--- config.mk ---
export PLATFORM = sky130hd
export DESIGN_NAME = mux_arb2x8
export DESIGN_NICKNAME = d
export VERILOG_FILES = /design/src/rtl/mux_arb2x8_pkg.sv /design/src/rtl/mux16to8.sv /design/src/rtl/mux_arb2x8.sv
export VERILOG_INCLUDE_DIRS = /design/src /design/src/rtl
export SDC_FILE = /design/constraint.sdc
export NUM_CORES = 1
export LEC_CHECK = 0
export BUFFER_PORTS_ARGS = -buffer_cell sky130_fd_sc_hd__buf_2
export CAP_MARGIN = 40
export CORE_MARGIN = 4
export CORE_UTILIZATION = 24
export CTS_CLUSTER_SIZE = 10
export DETAILED_ROUTE_END_ITERATION = 12
export PLACE_DENSITY_LB_ADDON = 0.2
export SLEW_MARGIN = 10
export SYNTH_ARGS = -nofsm -noshare
export SYNTH_HDL_FRONTEND = slang
export SYNTH_SLANG_ARGS = --single-unit
--- constraint.sdc ---
create_clock -name clk -period 1.7 [get_ports clk]
set_input_delay 0.34 -clock clk [delete_from_list [all_inputs] [get_ports clk]]
set_output_delay 0.34 -clock clk [all_outputs]
set_load 0.01 [all_outputs]
--- src/rtl/mux_arb_defs.vh ---
// Shared constants for the mux_arb2x8 arbiter: source indices, output
// register state encoding and the default beat-counter width.
`ifndef MUX_ARB_DEFS_VH
`define MUX_ARB_DEFS_VH

`define MUX_ARB_SRC_A 1'b0
`define MUX_ARB_SRC_B 1'b1
`define MUX_ARB_EMPTY 1'b0
`define MUX_ARB_FULL  1'b1
`define MUX_ARB_CNT_W 8

`endif

--- src/rtl/mux_arb2x8_pkg.sv ---
// Typed views of the shared arbiter constants, imported by the arbiter top.
package mux_arb2x8_pkg;

`include "mux_arb_defs.vh"

  localparam logic SRC_A     = `MUX_ARB_SRC_A;
  localparam logic SRC_B     = `MUX_ARB_SRC_B;
  localparam int   CNT_W_DEF = `MUX_ARB_CNT_W;

  typedef enum logic {
    EMPTY = `MUX_ARB_EMPTY,
    FULL  = `MUX_ARB_FULL
  } out_state_t;

endpackage

--- src/rtl/mux16to8.sv ---
// Gate-level 2:1 mux over two WIDTH-bit words (8 bits by default): y = sel ? b : a.
module mux16to8 #(
  parameter int WIDTH = 8
) (
  input  logic [WIDTH-1:0] a,
  input  logic [WIDTH-1:0] b,
  input  logic             sel,
  output logic [WIDTH-1:0] y
);

  wire             sel_n;
  wire [WIDTH-1:0] and_a;
  wire [WIDTH-1:0] and_b;

  not u_inv (sel_n, sel);

  for (genvar i = 0; i < WIDTH; i++) begin : g_bit
    and u_and_a (and_a[i], a[i], sel_n);
    and u_and_b (and_b[i], b[i], sel);
    or  u_or    (y[i], and_a[i], and_b[i]);
  end

endmodule

--- src/rtl/mux_arb2x8.sv ---
// Two-source valid/ready arbiter feeding a one-entry output register.
// Define MUX_ARB_RR_EN for round-robin contention; default is fixed priority (A wins).
module mux_arb2x8
  import mux_arb2x8_pkg::*;
#(
  parameter int WIDTH = 8,
  parameter int CNT_W = CNT_W_DEF
) (
  input  logic             clk,
  input  logic             rst,
  input  logic [WIDTH-1:0] a_data,
  input  logic             a_valid,
  output logic             a_ready,
  input  logic [WIDTH-1:0] b_data,
  input  logic             b_valid,
  output logic             b_ready,
  output logic [WIDTH-1:0] out_data,
  output logic             out_valid,
  input  logic             out_ready,
  output logic             out_src,
  output logic [CNT_W-1:0] cnt_a,
  output logic [CNT_W-1:0] cnt_b
);

  out_state_t       state;
  logic [WIDTH-1:0] data_q;
  logic             src_q;
  logic [CNT_W-1:0] cnt_a_q;
  logic [CNT_W-1:0] cnt_b_q;
  logic [WIDTH-1:0] mux_y;
  logic             load_ok;
  logic             contend_grant;
  logic             grant;
  logic             accept;

`ifdef MUX_ARB_RR_EN
  logic last;
  assign contend_grant = ~last;
`else
  assign contend_grant = SRC_A;
`endif

  // Readies are held low during reset so no beat slips in on the reset edge.
  always_comb begin
    load_ok = (state == EMPTY) || out_ready;
    if (a_valid && b_valid) begin
      grant = contend_grant;
    end else if (b_valid) begin
      grant = SRC_B;
    end else begin
      grant = SRC_A;
    end
    accept  = load_ok && (a_valid || b_valid) && !rst;
    a_ready = accept && (grant == SRC_A);
    b_ready = accept && (grant == SRC_B);
  end

  mux16to8 #(.WIDTH(WIDTH)) u_mux (
    .a   (a_data),
    .b   (b_data),
    .sel (grant),
    .y   (mux_y)
  );

  always_ff @(posedge clk) begin
    if (rst) begin
      state   <= EMPTY;
      data_q  <= '0;
      src_q   <= SRC_A;
      cnt_a_q <= '0;
      cnt_b_q <= '0;
    end else if (accept) begin
      state  <= FULL;
      data_q <= mux_y;
      src_q  <= grant;
      if (grant == SRC_A) begin
        cnt_a_q <= cnt_a_q + CNT_W'(1);
      end else begin
        cnt_b_q <= cnt_b_q + CNT_W'(1);
      end
    end else if ((state == FULL) && out_ready) begin
      state <= EMPTY;
    end
  end

`ifdef MUX_ARB_RR_EN
  // Pointer starts at B so that A wins the first contention after reset.
  always_ff @(posedge clk) begin
    if (rst) begin
      last <= SRC_B;
    end else if (accept) begin
      last <= grant;
    end
  end
`endif

  assign out_valid = (state == FULL);
  assign out_data  = data_q;
  assign out_src   = src_q;
  assign cnt_a     = cnt_a_q;
  assign cnt_b     = cnt_b_q;

endmodule

# After elaboration in Yosys (flattened, before gate mapping)
# Cells that the tools add are included.
dict set report op_classes {
  n_addsub 2
  muxes 4
  bitwise 26
  reduce_logical 12
}
# op count
set op_table {}
lappend op_table {{8-bit by 1-bit adder with 8-bit output (second input constant)} 2}
lappend op_table {{1-bit bitwise AND} 16}
lappend op_table {{1-bit bitwise OR} 8}
lappend op_table {{1-bit logical AND} 6}
lappend op_table {{1-bit 2-to-1 mux} 4}
lappend op_table {{2-bit AND reduction} 2}
lappend op_table {{1-bit logical OR} 2}
lappend op_table {{1-bit inverter} 2}
lappend op_table {{2-bit nonzero test} 1}
lappend op_table {{1-bit zero test} 1}
dict set report word_totals {
  wordCells 49
  in_bits 21
  reg_bits 26
  out_inout_bits 28
}

# Depth between registers and ports, before layout
# Gate-level depths: netlist (run 1).
dict set report depth {
  ltp_word 5
  ltp_mapped 6
  depth_no_buf 4
}

# Modules after synthesis
# Synthesis (run 1) repeated with hierarchy kept, for this count alone.
dict set report hier_totals {
  hier_cells 138
  hier_area_um2 1328.8
}
# mod n_inst area_per_inst_um2 cells_each
set by_module_without_submodules {}
lappend by_module_without_submodules {mux_arb2x8 1 1197.4 129}
lappend by_module_without_submodules {mux16to8 1 131.4 9}

# Worst setup path after synthesis (run 1)
# OpenSTA, ideal clock, no wires.
dict set report synth_timing {
  path_kind {input-to-output}
  startpoint {in a_valid}
  endpoint {out b_ready}
  arrival_time_ns 1.040
  path_stages 4
  slack_ns 0.320
  n_path_buf 1
  required_time_ns 1.360
  path_cell_list {and2b_1 > and2_4 > buf_6 > nor2b_1}
}
dict set report synth_via {
  elab_chain_cells 4
}
# element line
set synth_rtl {}
lappend synth_rtl {{start: declaration} mux_arb2x8.sv:12} ;# input logic a_valid,
lappend synth_rtl {{1-bit logical OR} mux_arb2x8.sv:53} ;# accept = load_ok && (a_valid || b_valid) && !rst;
lappend synth_rtl {{1-bit logical AND (2 in a row)} mux_arb2x8.sv:53}
lappend synth_rtl {{1-bit logical AND (*)} mux_arb2x8.sv:55} ;# b_ready = accept && (grant == SRC_B);
lappend synth_rtl {{end: declaration} mux_arb2x8.sv:16} ;# output logic b_ready,
# Mark *: on every way between the ends. The rest lies on a longest branch, timed or not.

# Worst setup path in the final report (run 1)
dict set report layout_timing {
  startpoint {reg state, in the netlist out_valid}
  endpoint {out b_ready}
}
dict set report layout_via {
  elab_chain_cells 5
}
# element line
set layout_rtl {}
lappend layout_rtl {{start: declaration} mux_arb2x8.sv:25} ;# out_state_t state;
lappend layout_rtl {{start signal: assignment} mux_arb2x8.sv:67} ;# state <= EMPTY;
lappend layout_rtl {{start signal: assignment} mux_arb2x8.sv:73} ;# state <= FULL;
lappend layout_rtl {{start signal: assignment} mux_arb2x8.sv:82} ;# state <= EMPTY;
lappend layout_rtl {{1-bit inverter} mux_arb2x8.sv:45} ;# load_ok = (state == EMPTY) || out_ready;
lappend layout_rtl {{1-bit logical OR} mux_arb2x8.sv:45}
lappend layout_rtl {{1-bit logical AND (2 in a row)} mux_arb2x8.sv:53}
lappend layout_rtl {{1-bit logical AND} mux_arb2x8.sv:55}
# Every way passes these cells.

==> results of run 1 <==
## per-stage QoR
step                std cells  cell area [sq um]  utilization  setup slack [ps]  total power [mW]
floorplan                 120               1130            -               320             0.756
CTS                       222               1500        0.334               128              1.24
detailed placement        218               1440        0.322               126             0.833
finish                    222               1500        0.334               156              1.21
global route              222               1500        0.334              69.8              1.28
global placement          218               1440        0.322               187             0.828
## cells by family after synthesis
group / share of synthesized area
buffers and inverters: 0.0497
DFF: 0.459
and+or+nand+nor: 0.259
muxes: 0.00883
AOI/OAI and AO/OA: 0.108
xor gates and xnor gates: 0.0927
adders and majority gates: 0.0221
## registers in the layout (all words and copies together), names as in the netlist
signal     flops
out_src        1
out_valid      1
cnt_a          8
cnt_b          8
out_data       8
## power by group through the flow
stage | sequential (mW) | combinational, mW | clock [mW]
detailed placement | 0.664 | 0.170 | 0
floorplan | 0.674 | 0.0828 | 0
global route | 0.652 | 0.186 | 0.447
global placement | 0.664 | 0.163 | 0
CTS | 0.650 | 0.170 | 0.416
finish | 0.650 | 0.167 | 0.397
## path summary, 6_finish.rpt
check,startpoint,slack [ps],end,cells after the start
worst min-delay path,a_data[4],330,out_data[4],3
worst min register to register,cnt_a[7],480,cnt_a[7],2
worst max register to register,out_valid,250,out_data[5],4
worst max-delay path,out_valid,160,b_ready,4
## worst max-delay path, delay by kind of cell (launching register included)
family | cells | cell delay, ps
and+or+nand+nor | 3 | 470
DFF | 1 | 330
buffers and inverters | 1 | 140
## layout by cell type (no fill, tap or decap), types with 2 or more instances in the layout
cell      Yosys  layout
or3_1         3       3
nand3_1       5       5
nor2b_1       2       2
buf_4         0       5
buf_2         3      48
nand2_1       3       3
nand4_1       8       8
clkbuf_8      0       4
xor2_1       11      11
a21oi_1       5       5
and2_1        3       3
a222oi_1      8       8
ha_1          2       2
nor2_1       22      22
and4_1        2       2
o21ai_0       2       2
dfxtp_1      26      26
## per-layer routing
| layer | vias up | wire [um] | GRT usage |
|---|---|---|---|
| li1 | 533 | - | - |
| met1 | 493 | 1330 | 0.125 |
| met2 | 42 | 1360 | 0.163 |
| met3 | 2 | 286 | 0.0351 |
| met4 | 0 | 24 | 0.0380 |
| met5 | - | 0 | 0 |
## cell type report
| cell class | count | share of cell area |
|---|---|---|
| Clock buffer | 4 | 0.0368 |
| Multi-Input combinational cell | 86 | 0.372 |
| Sequential cell | 26 | 0.348 |
| Tap cell | 52 | 0.0435 |
| Timing Repair Buffer | 54 | 0.199 |
==> flow_metrics.py, run 1 <==
metrics = {
    "floorplan": {
        "initial_core_util": 0.253,
        "die_area_sq_um": 5890,
        "core_sq_um": 4470,
        "boundaryPins": 49,
        "rows": 24,
        "die_w_um": 76.7,
        "die_h_um": 76.7,
    },
    "sta": {
        "setup_tns_ps": 0,
        "fin_hold_ws_ps": 328,
        "min_period_ps": 1540,
        "clock_skew_ps": 2.80,
        "worst_slew_pin_slew_ps": 323,
        "hold_viol": 0,
        "slew_viol_final": 0,
        "rsz0062_at_grt": "false",
        "fmax_mhz": 648,
        "relSlewSlack": 0.785,
        "fin_crit_sh": 0.908,
        "setup_viol": 0,
    },
    "power": {
        "p_comb_frac": 0.138,
        "p_seq_frac": 0.536,
        "cellPowerDensity_nw_per_um2": 812,
        "p_switching_mw": 0.295,
        "leakagePower_nw": 0.702,
        "ir_drop_v": 0.000324,
        "p_int_mw": 0.919,
        "p_sw_frac": 0.243,
        "p_clk_frac": 0.327,
    },
    "setup_path": {
        "cpPeakStageDelay_ps": 330,
        "start_kind": "flip-flop",
        "critPathRequiredTime_ps": 1360,
        "worstPathMaxFanout": 6,
        "path_cells": "nand2b_1 > and2_4 > nor2b_1 > buf_2",
        "path_class": "flip-flop to primary output",
        "worstPathArrival_ps": 1200,
        "crit_slowest_cell": "dfxtp_1",
        "crit_path_end_kind": "primary output",
    },
    "layout": {
        "register_area_sq_um": 520,
        "n_antenna_cell": 0,
        "n_fill_cell": 480,
        "nets": 194,
        "multi_input_area_sq_um": 557,
        "syn_to_final_growth_pct": 31.9,
        "drive_gt1_frac": 0.359,
    },
    "route": {
        "firstDrtPassIters": 5,
        "routedWlPerCell_um": 13.5,
        "routed_wirelength_mm": 3.00,
        "ant_nets": 0,
        "drt_iter0_markers": 62,
        "drc": 0,
        "vias_per_cell": 4.82,
        "vias": 1070,
    },
    "cts": {
        "cts_tree": "yes",
        "insertion_delay_ps": 270,
        "clkSlewWorstSetupHoldPaths_ps": 90,
        "h-tree-depth": 1,
        "clock-sinks": 26,
        "post_cts.repair.setup_buffers": 0,
        "clockRootBuffer": "clkbuf_8",
        "numCtsBuffers": 3,
        "clockBufferDepth": 2,
        "ctsHoldBuffers": 0,
        "ctsResizeCount": 0,
    },
    "global_routing": {
        "antenna_found_initial": 0,
        "grt_pass1_vias": 1011,
        "gr-usage-all-layers": 0.102,
        "overflow": 0,
        "grt_max_degree": 18,
        "grt_pass1_wl_mm": 4.88,
    },
    "place": {
        "dp_hpwl_mm": 2.32,
        "port_buffers": 48,
        "gp_congestion": 0.793,
    },
    "synthesis": {
        "synth_nets": 143,
        "synth-seq-cells": 26,
        "yosysWarnings": 0,
        "synth_top_cell_by_area": "dfxtp_1",
        "synth_most_common_cell": "dfxtp_1",
        "syn-instance-count": 120,
        "synth.top_cell.area_share": 0.459,
        "netlist_area_sq_um": 1130,
        "async_flop_share": 0,
        "yosysSeqAreaShare": 0.459,
        "synthFlopType": "dfxtp_1",
        "syn_area_per_cell_sq_um": 9.45,
        "synth_commonest_cells": "dfxtp_1 (26), nor2_1 (22), xor2_1 (11)",
        "synth_area_leaders": "dfxtp_1 (46%), xor2_1 (8.5%), nor2_1 (7.3%)",
        "synth_cell_types": 28,
        "synth_edf_count": 0,
    },
    "status": {
        "outcome": "finished, final reports clean",
    },
    "run": {
        "cap_violations": 0,
    },
    "hold_path": {
        "hold_class": "input port to flip-flop",
    },
}
(Power assumes the default switching activity.)
==> run 2: changes to the inputs <==
Settings changed: ABC_AREA set to 1, PLACE_DENSITY_LB_ADDON 0.2 to not set.
==> run 2 against run 1 <==
Non-clock buffer count fell by 1. Sequential share of layout area fell by 3.6 points. Synthesized cell count rose by 57%. Flip-flop and latch count did not move. Count of clock-buffer cells in the layout did not move. Critical path depth did not move. Largest power group unchanged. Highest routed layer unchanged.
==> flow_metrics.py, run 2 <==
metrics = {
    "synthesis": {
        "synth_cell_types": 22,
        "muxShareOfSynthArea": 0,
        "synth-seq-cells": 26,
        "synth_most_common_cell": "nand2_1",
        "netlist_area_sq_um": 1300,
        "synth_commonest_cells": "nand2_1 (65), dfxtp_1 (26), a21oi_1 (22), nor2_1 (22), inv_1 (12)",
        "syn-instance-count": 188,
        "yosysSeqAreaShare": 0.401,
        "synth.top_cell.area_share": 0.401,
        "synth-xor-area-share": 0.00674,
        "synth_top_cell_by_area": "dfxtp_1",
        "synth_area_leaders": "dfxtp_1 (40%), nand2_1 (19%), a21oi_1 (8.5%)",
        "synth_edf_count": 0,
        "synth_nets": 211,
        "synth_compound_area_frac": 0.114,
        "synthFlopType": "dfxtp_1",
        "syn_area_per_cell_sq_um": 6.91,
        "async_flop_share": 0,
        "synth_simple_gate_area_share": 0.378,
        "yosysWarnings": 0,
        "synth_top_family_by_area": "simple AND/OR/NAND/NOR gates",
        "synthAdderAreaFrac": 0.0193,
    },
    "cts": {
        "insertion_delay_ps": 270,
        "h-tree-depth": 1,
        "clockBufferDepth": 2,
        "ctsResizeCount": 0,
        "post_cts.repair.setup_buffers": 0,
        "cts_tree": "yes",
        "clockRootBuffer": "clkbuf_8",
        "numCtsBuffers": 3,
        "ctsHoldBuffers": 0,
        "clkSlewWorstSetupHoldPaths_ps": 90,
        "clock-sinks": 26,
    },
    "sta": {
        "fin_crit_sh": 0.845,
        "hold_viol": 0,
        "min_period_ps": 1440,
        "setup_tns_ps": 0,
        "slew_viol_final": 0,
        "worst_slew_pin_slew_ps": 256,
        "clock_skew_ps": 2.42,
        "setup_ws_ps": 263,
        "setup_viol": 0,
        "relSlewSlack": 0.828,
        "rsz0062_at_grt": "false",
        "fmax_mhz": 696,
    },
    "layout": {
        "syn_to_final_growth_pct": 28.5,
        "register_area_sq_um": 520,
        "stdcell_count": 309,
        "n_fill_cell": 574,
        "drive_gt1_frac": 0.285,
        "multi_input_area_sq_um": 672,
        "layout_common_cells": "nand2_1 (65), buf_2 (48), dfxtp_1 (26), nor2_1 (22), a21oi_1 (22)",
        "nets": 263,
        "n_antenna_cell": 0,
        "final_util": 0.323,
        "final_common_cell": "nand2_1",
    },
    "setup_path": {
        "rr_worst_depth": 6,
        "r2r_slack_ps": 480,
        "startpoint": "out_valid",
        "crit_end": "a_ready",
        "r2r_start": "cnt_b[0]",
        "path_class": "flip-flop to primary output",
        "worstPathMaxFanout": 5,
        "critPathRequiredTime_ps": 1360,
        "worstPathArrival_ps": 1100,
        "rr_endpoint": "cnt_b[6]",
        "crit_path_end_kind": "primary output",
        "start_kind": "flip-flop",
    },
    "floorplan": {
        "initial_core_util": 0.251,
        "die_w_um": 81.6,
        "rows": 26,
        "die_area_sq_um": 6650,
        "die_h_um": 81.6,
        "boundaryPins": 49,
        "core_sq_um": 5170,
    },
    "power": {
        "cellPowerDensity_nw_per_um2": 729,
        "ir_drop_v": 0.000242,
        "leakagePower_nw": 0.791,
    },
    "status": {
        "outcome": "finished, final reports clean",
    },
    "route": {
        "vias": 1309,
        "vias_per_cell": 4.24,
        "firstDrtPassIters": 6,
        "ant_nets": 0,
        "routedWlPerCell_um": 10.8,
        "drt_iter0_markers": 32,
        "routed_wirelength_mm": 3.34,
        "drc": 0,
    },
    "place": {
        "gp_congestion": 0.768,
        "dp_hpwl_mm": 2.55,
        "pre_cts_slack_ps": 365,
        "dp.cells": 305,
        "port_buffers": 48,
    },
    "global_routing": {
        "overflow": 0,
        "grt_max_degree": 15,
        "gr-usage-all-layers": 0.105,
        "grt_pass1_vias": 1186,
        "antenna_found_initial": 0,
        "grt_pass1_wl_mm": 5.36,
    },
    "run": {
        "cap_violations": 0,
    },
    "hold_path": {
        "hold_path_depth": 5,
        "hold_class": "input port to flip-flop",
    },
}
## run 2: cell types whose count changed in the layout (fill, tap and decap cells not counted), sizes merged, moves of 3 or more
cell    previous run  this run
nand2              3        68
a21oi              5        22
inv                0        15
xor2              11         1
a222oi             8         0
nand3              5        11
and2               4         0
nand4              8         4
nor2              22        26
or3                3         0
## run 2: worst min path at each step
stage | endpoint | from | slack [ps]
3_3_place_gp | out_data[4] | out_data[4] | 450
3_5_place_dp | out_data[7] | out_data[7] | 450
2_1_floorplan | out_data[1] | rst | 410
6_report | out_data[0] | b_data[0] | 390
5_1_grt | out_data[7] | b_data[7] | 410
4_1_cts | out_data[0] | b_data[0] | 380
## run 2: per-stage QoR
step | hold WS, ps | total power, mW | instance area [sq um]
4_1_cts | 379 | 1.24 | 1670
2_1_floorplan | 409 | 0.761 | 1300
3_3_place_gp | 447 | 0.828 | 1610
5_1_grt | 410 | 1.29 | 1670
3_5_place_dp | 450 | 0.830 | 1610
6_report | 391 | 1.22 | 1670
## run 2: kinds of logic (layout without fill, tap and decap cells)
family	count (synthesis)	count (layout)
compound gates	28	28
simple gates	110	110
buf+inv	21	72
xor+xnor	1	1
flops	26	26
fa+ha+maj	2	2
## run 2: layout make-up
cell class              instances  share of cell area
clock buffers                   4              0.0330
multi-input cells             141               0.403
well taps                      70              0.0525
flip-flops and latches         26               0.312
inverters                      15              0.0337
repair buffers                 53               0.166
## run 2: power breakdown
| group | internal [mW] | switching (mW) | leakage (nW) |
|---|---|---|---|
| clock network | 0.207 | 0.197 | 0.0288 |
| logic | 0.0700 | 0.103 | 0.550 |
| registers | 0.628 | 0.0124 | 0.211 |
## run 2: metal layers
metal / track usage / part of all wire
met1: 0.126 / 0.46
met2: 0.171 / 0.46
met3: 0.0296 / 0.073
met4: 0.0507 / 0.015
met5: 0 / 0
## run 2: worst max-delay path, cell delays in order (launching register included)
cell and delay (ps):
dfxtp_1 330, nand2_1 120, nand2_4 100, nor2_4 130, buf_2 150
==> run 3: changes to the inputs <==
Clock period 1.7 ns to 1.2 ns, I/O delays scaled along.
==> run 3 against run 2 <==
Sequential power up 42%. Clock skew grew 5.5 ps. The flow now finishes with violations (negative setup slack). Worst setup slack worse by 320 ps. Flip-flop and latch count did not move. Die area unchanged. First-iteration DRC count down 6.3%. Global-route usage fell by 0.30 points. Critical path type unchanged. Count of clock-buffer cells in the layout fell by 1.
==> flow_metrics.py, run 3 (synthesis gave the netlist of run 2 again) <==
metrics = {
    "layout": {
        "drive_gt1_frac": 0.364,
        "final_common_cell": "nand2_1",
        "layout_common_cells": "nand2_1 (62), buf_2 (46), a21oi_1 (21), dfxtp_1 (21), nor2_1 (20)",
        "n_fill_cell": 569,
        "n_antenna_cell": 0,
        "nets": 272,
        "register_area_sq_um": 527,
        "stdcell_count": 317,
        "syn_to_final_growth_pct": 37.5,
        "multi_input_area_sq_um": 712,
    },
    "cts": {
        "cts_tree": "yes",
        "clockBufferDepth": 2,
        "clockRootBuffer": "clkbuf_8",
        "clock-sinks": 26,
        "h-tree-depth": 1,
        "numCtsBuffers": 3,
        "insertion_delay_ps": 270,
        "clkSlewWorstSetupHoldPaths_ps": 90,
    },
    "route": {
        "firstDrtPassIters": 4,
        "routed_wirelength_mm": 3.41,
        "drt_iter0_markers": 30,
        "drc": 0,
        "vias": 1321,
        "vias_per_cell": 4.17,
        "routedWlPerCell_um": 10.8,
        "ant_nets": 0,
    },
    "setup_path": {
        "start_kind": "flip-flop",
        "worstPathArrival_ps": 1020,
        "rr_worst_depth": 7,
        "r2r_start": "out_valid",
        "rr_endpoint": "cnt_b[0]",
        "path_class": "flip-flop to primary output",
        "crit_path_end_kind": "primary output",
        "critPathRequiredTime_ps": 960,
        "r2r_slack_ps": 40,
        "worstPathMaxFanout": 5,
    },
    "hold_path": {
        "hold_class": "input port to flip-flop",
        "holdCritStartpoint": "out_ready",
        "hold_path_depth": 4,
        "holdPathEnd": "out_valid",
    },
    "global_routing": {
        "gr-usage-all-layers": 0.102,
        "overflow": 0,
        "grt_pass1_vias": 1172,
        "antenna_found_initial": 0,
        "grt_pass1_wl_mm": 5.30,
        "grt_max_degree": 14,
    },
    "power": {
        "ir_drop_v": 0.000366,
        "leakagePower_nw": 0.854,
        "cellPowerDensity_nw_per_um2": 933,
    },
    "sta": {
        "slew_viol_final": 0,
        "min_period_ps": 1260,
        "rsz0062_at_grt": "true",
        "clock_skew_ps": 7.92,
        "setup_ws_ps": -57.9,
        "fin_crit_sh": 1.05,
        "setup_tns_ps": -107,
        "fmax_mhz": 795,
        "hold_viol": 0,
        "relSlewSlack": 0.843,
        "setup_viol": 2,
        "worst_slew_pin_slew_ps": 234,
    },
    "floorplan": {
        "rows": 26,
        "die_w_um": 81.6,
        "core_sq_um": 5170,
        "boundaryPins": 49,
        "die_h_um": 81.6,
        "initial_core_util": 0.251,
        "die_area_sq_um": 6650,
    },
    "place": {
        "dp.cells": 312,
        "gp_congestion": 0.718,
        "dp_hpwl_mm": 2.55,
        "port_buffers": 48,
    },
    "status": {
        "violations": "negative setup slack",
        "outcome": "finished with violations",
    },
    "run": {
        "cap_violations": 0,
    },
}
run 3: cell count changes in the layout (fill, tap and decap cells not counted), sizes merged:
cell | before | now
buf | 53 | 62
clkbuf | 4 | 3
run 3: critical path: stages (launching register included):
cell and delay, ps:
dfxtp_2 340, nand2_4 70, nand2_4 80, nor2_4 140
buf_6 120
run 3: per-layer routing:
metal | global-route usage | wire [um] | vias up
li1 | - | - | 721
met1 | 0.124 | 1510 | 564
met2 | 0.173 | 1620 | 32
met3 | 0.0263 | 248 | 4
met4 | 0.0355 | 28 | 0
met5 | 0 | 0 | -
run 3: per-stage QoR:
step           hold WS, ps   util  setup slack [ps]  area [sq um]  total power, mW
2_1_floorplan          309      -              36.2          1300             1.08
3_3_place_gp           447  0.322             -24.5          1670             1.18
3_5_place_dp           451  0.322             -37.9          1670             1.18
4_1_cts                281  0.337             -98.1          1740             1.69
5_1_grt                312  0.345              -103          1790             1.76
6_report               276  0.345             -57.9          1790             1.67
run 3: timing repair:
item                                    CTS  global route
pin swaps                                 4             4
setup buffers                             2             0
resized for setup                         5            15
hold buffers                              0             0
endpoints found under the setup margin    2            10
run 3: how the worst max path moves through the flow:
stage,startpoint,slack (ps),cells past startpoint,to
2_1_floorplan,cnt_b[0],40,6,cnt_b[6]
3_3_place_gp,out_ready,-20,6,a_ready
3_5_place_dp,out_ready,-40,6,a_ready
4_1_cts,out_valid,-100,4,b_ready
5_1_grt,out_valid,-100,4,b_ready
6_report,out_valid,-60,4,b_ready
run 3: area by class of cell:
type                            count  share of cell area
Timing Repair Buffer               62               0.203
Multi-Input combinational cell    141               0.399
Sequential cell                    26               0.295
Clock buffer                        3              0.0231
Inverter                           15              0.0315
Tap cell                           70              0.0491
run 3: power breakdown:
part | leakage, nW | internal (mW) | switching [mW]
Combinational | 0.619 | 0.119 | 0.153
Sequential | 0.213 | 0.891 | 0.0153
Clock | 0.0216 | 0.225 | 0.262
Total | 0.854 | 1.23 | 0.431
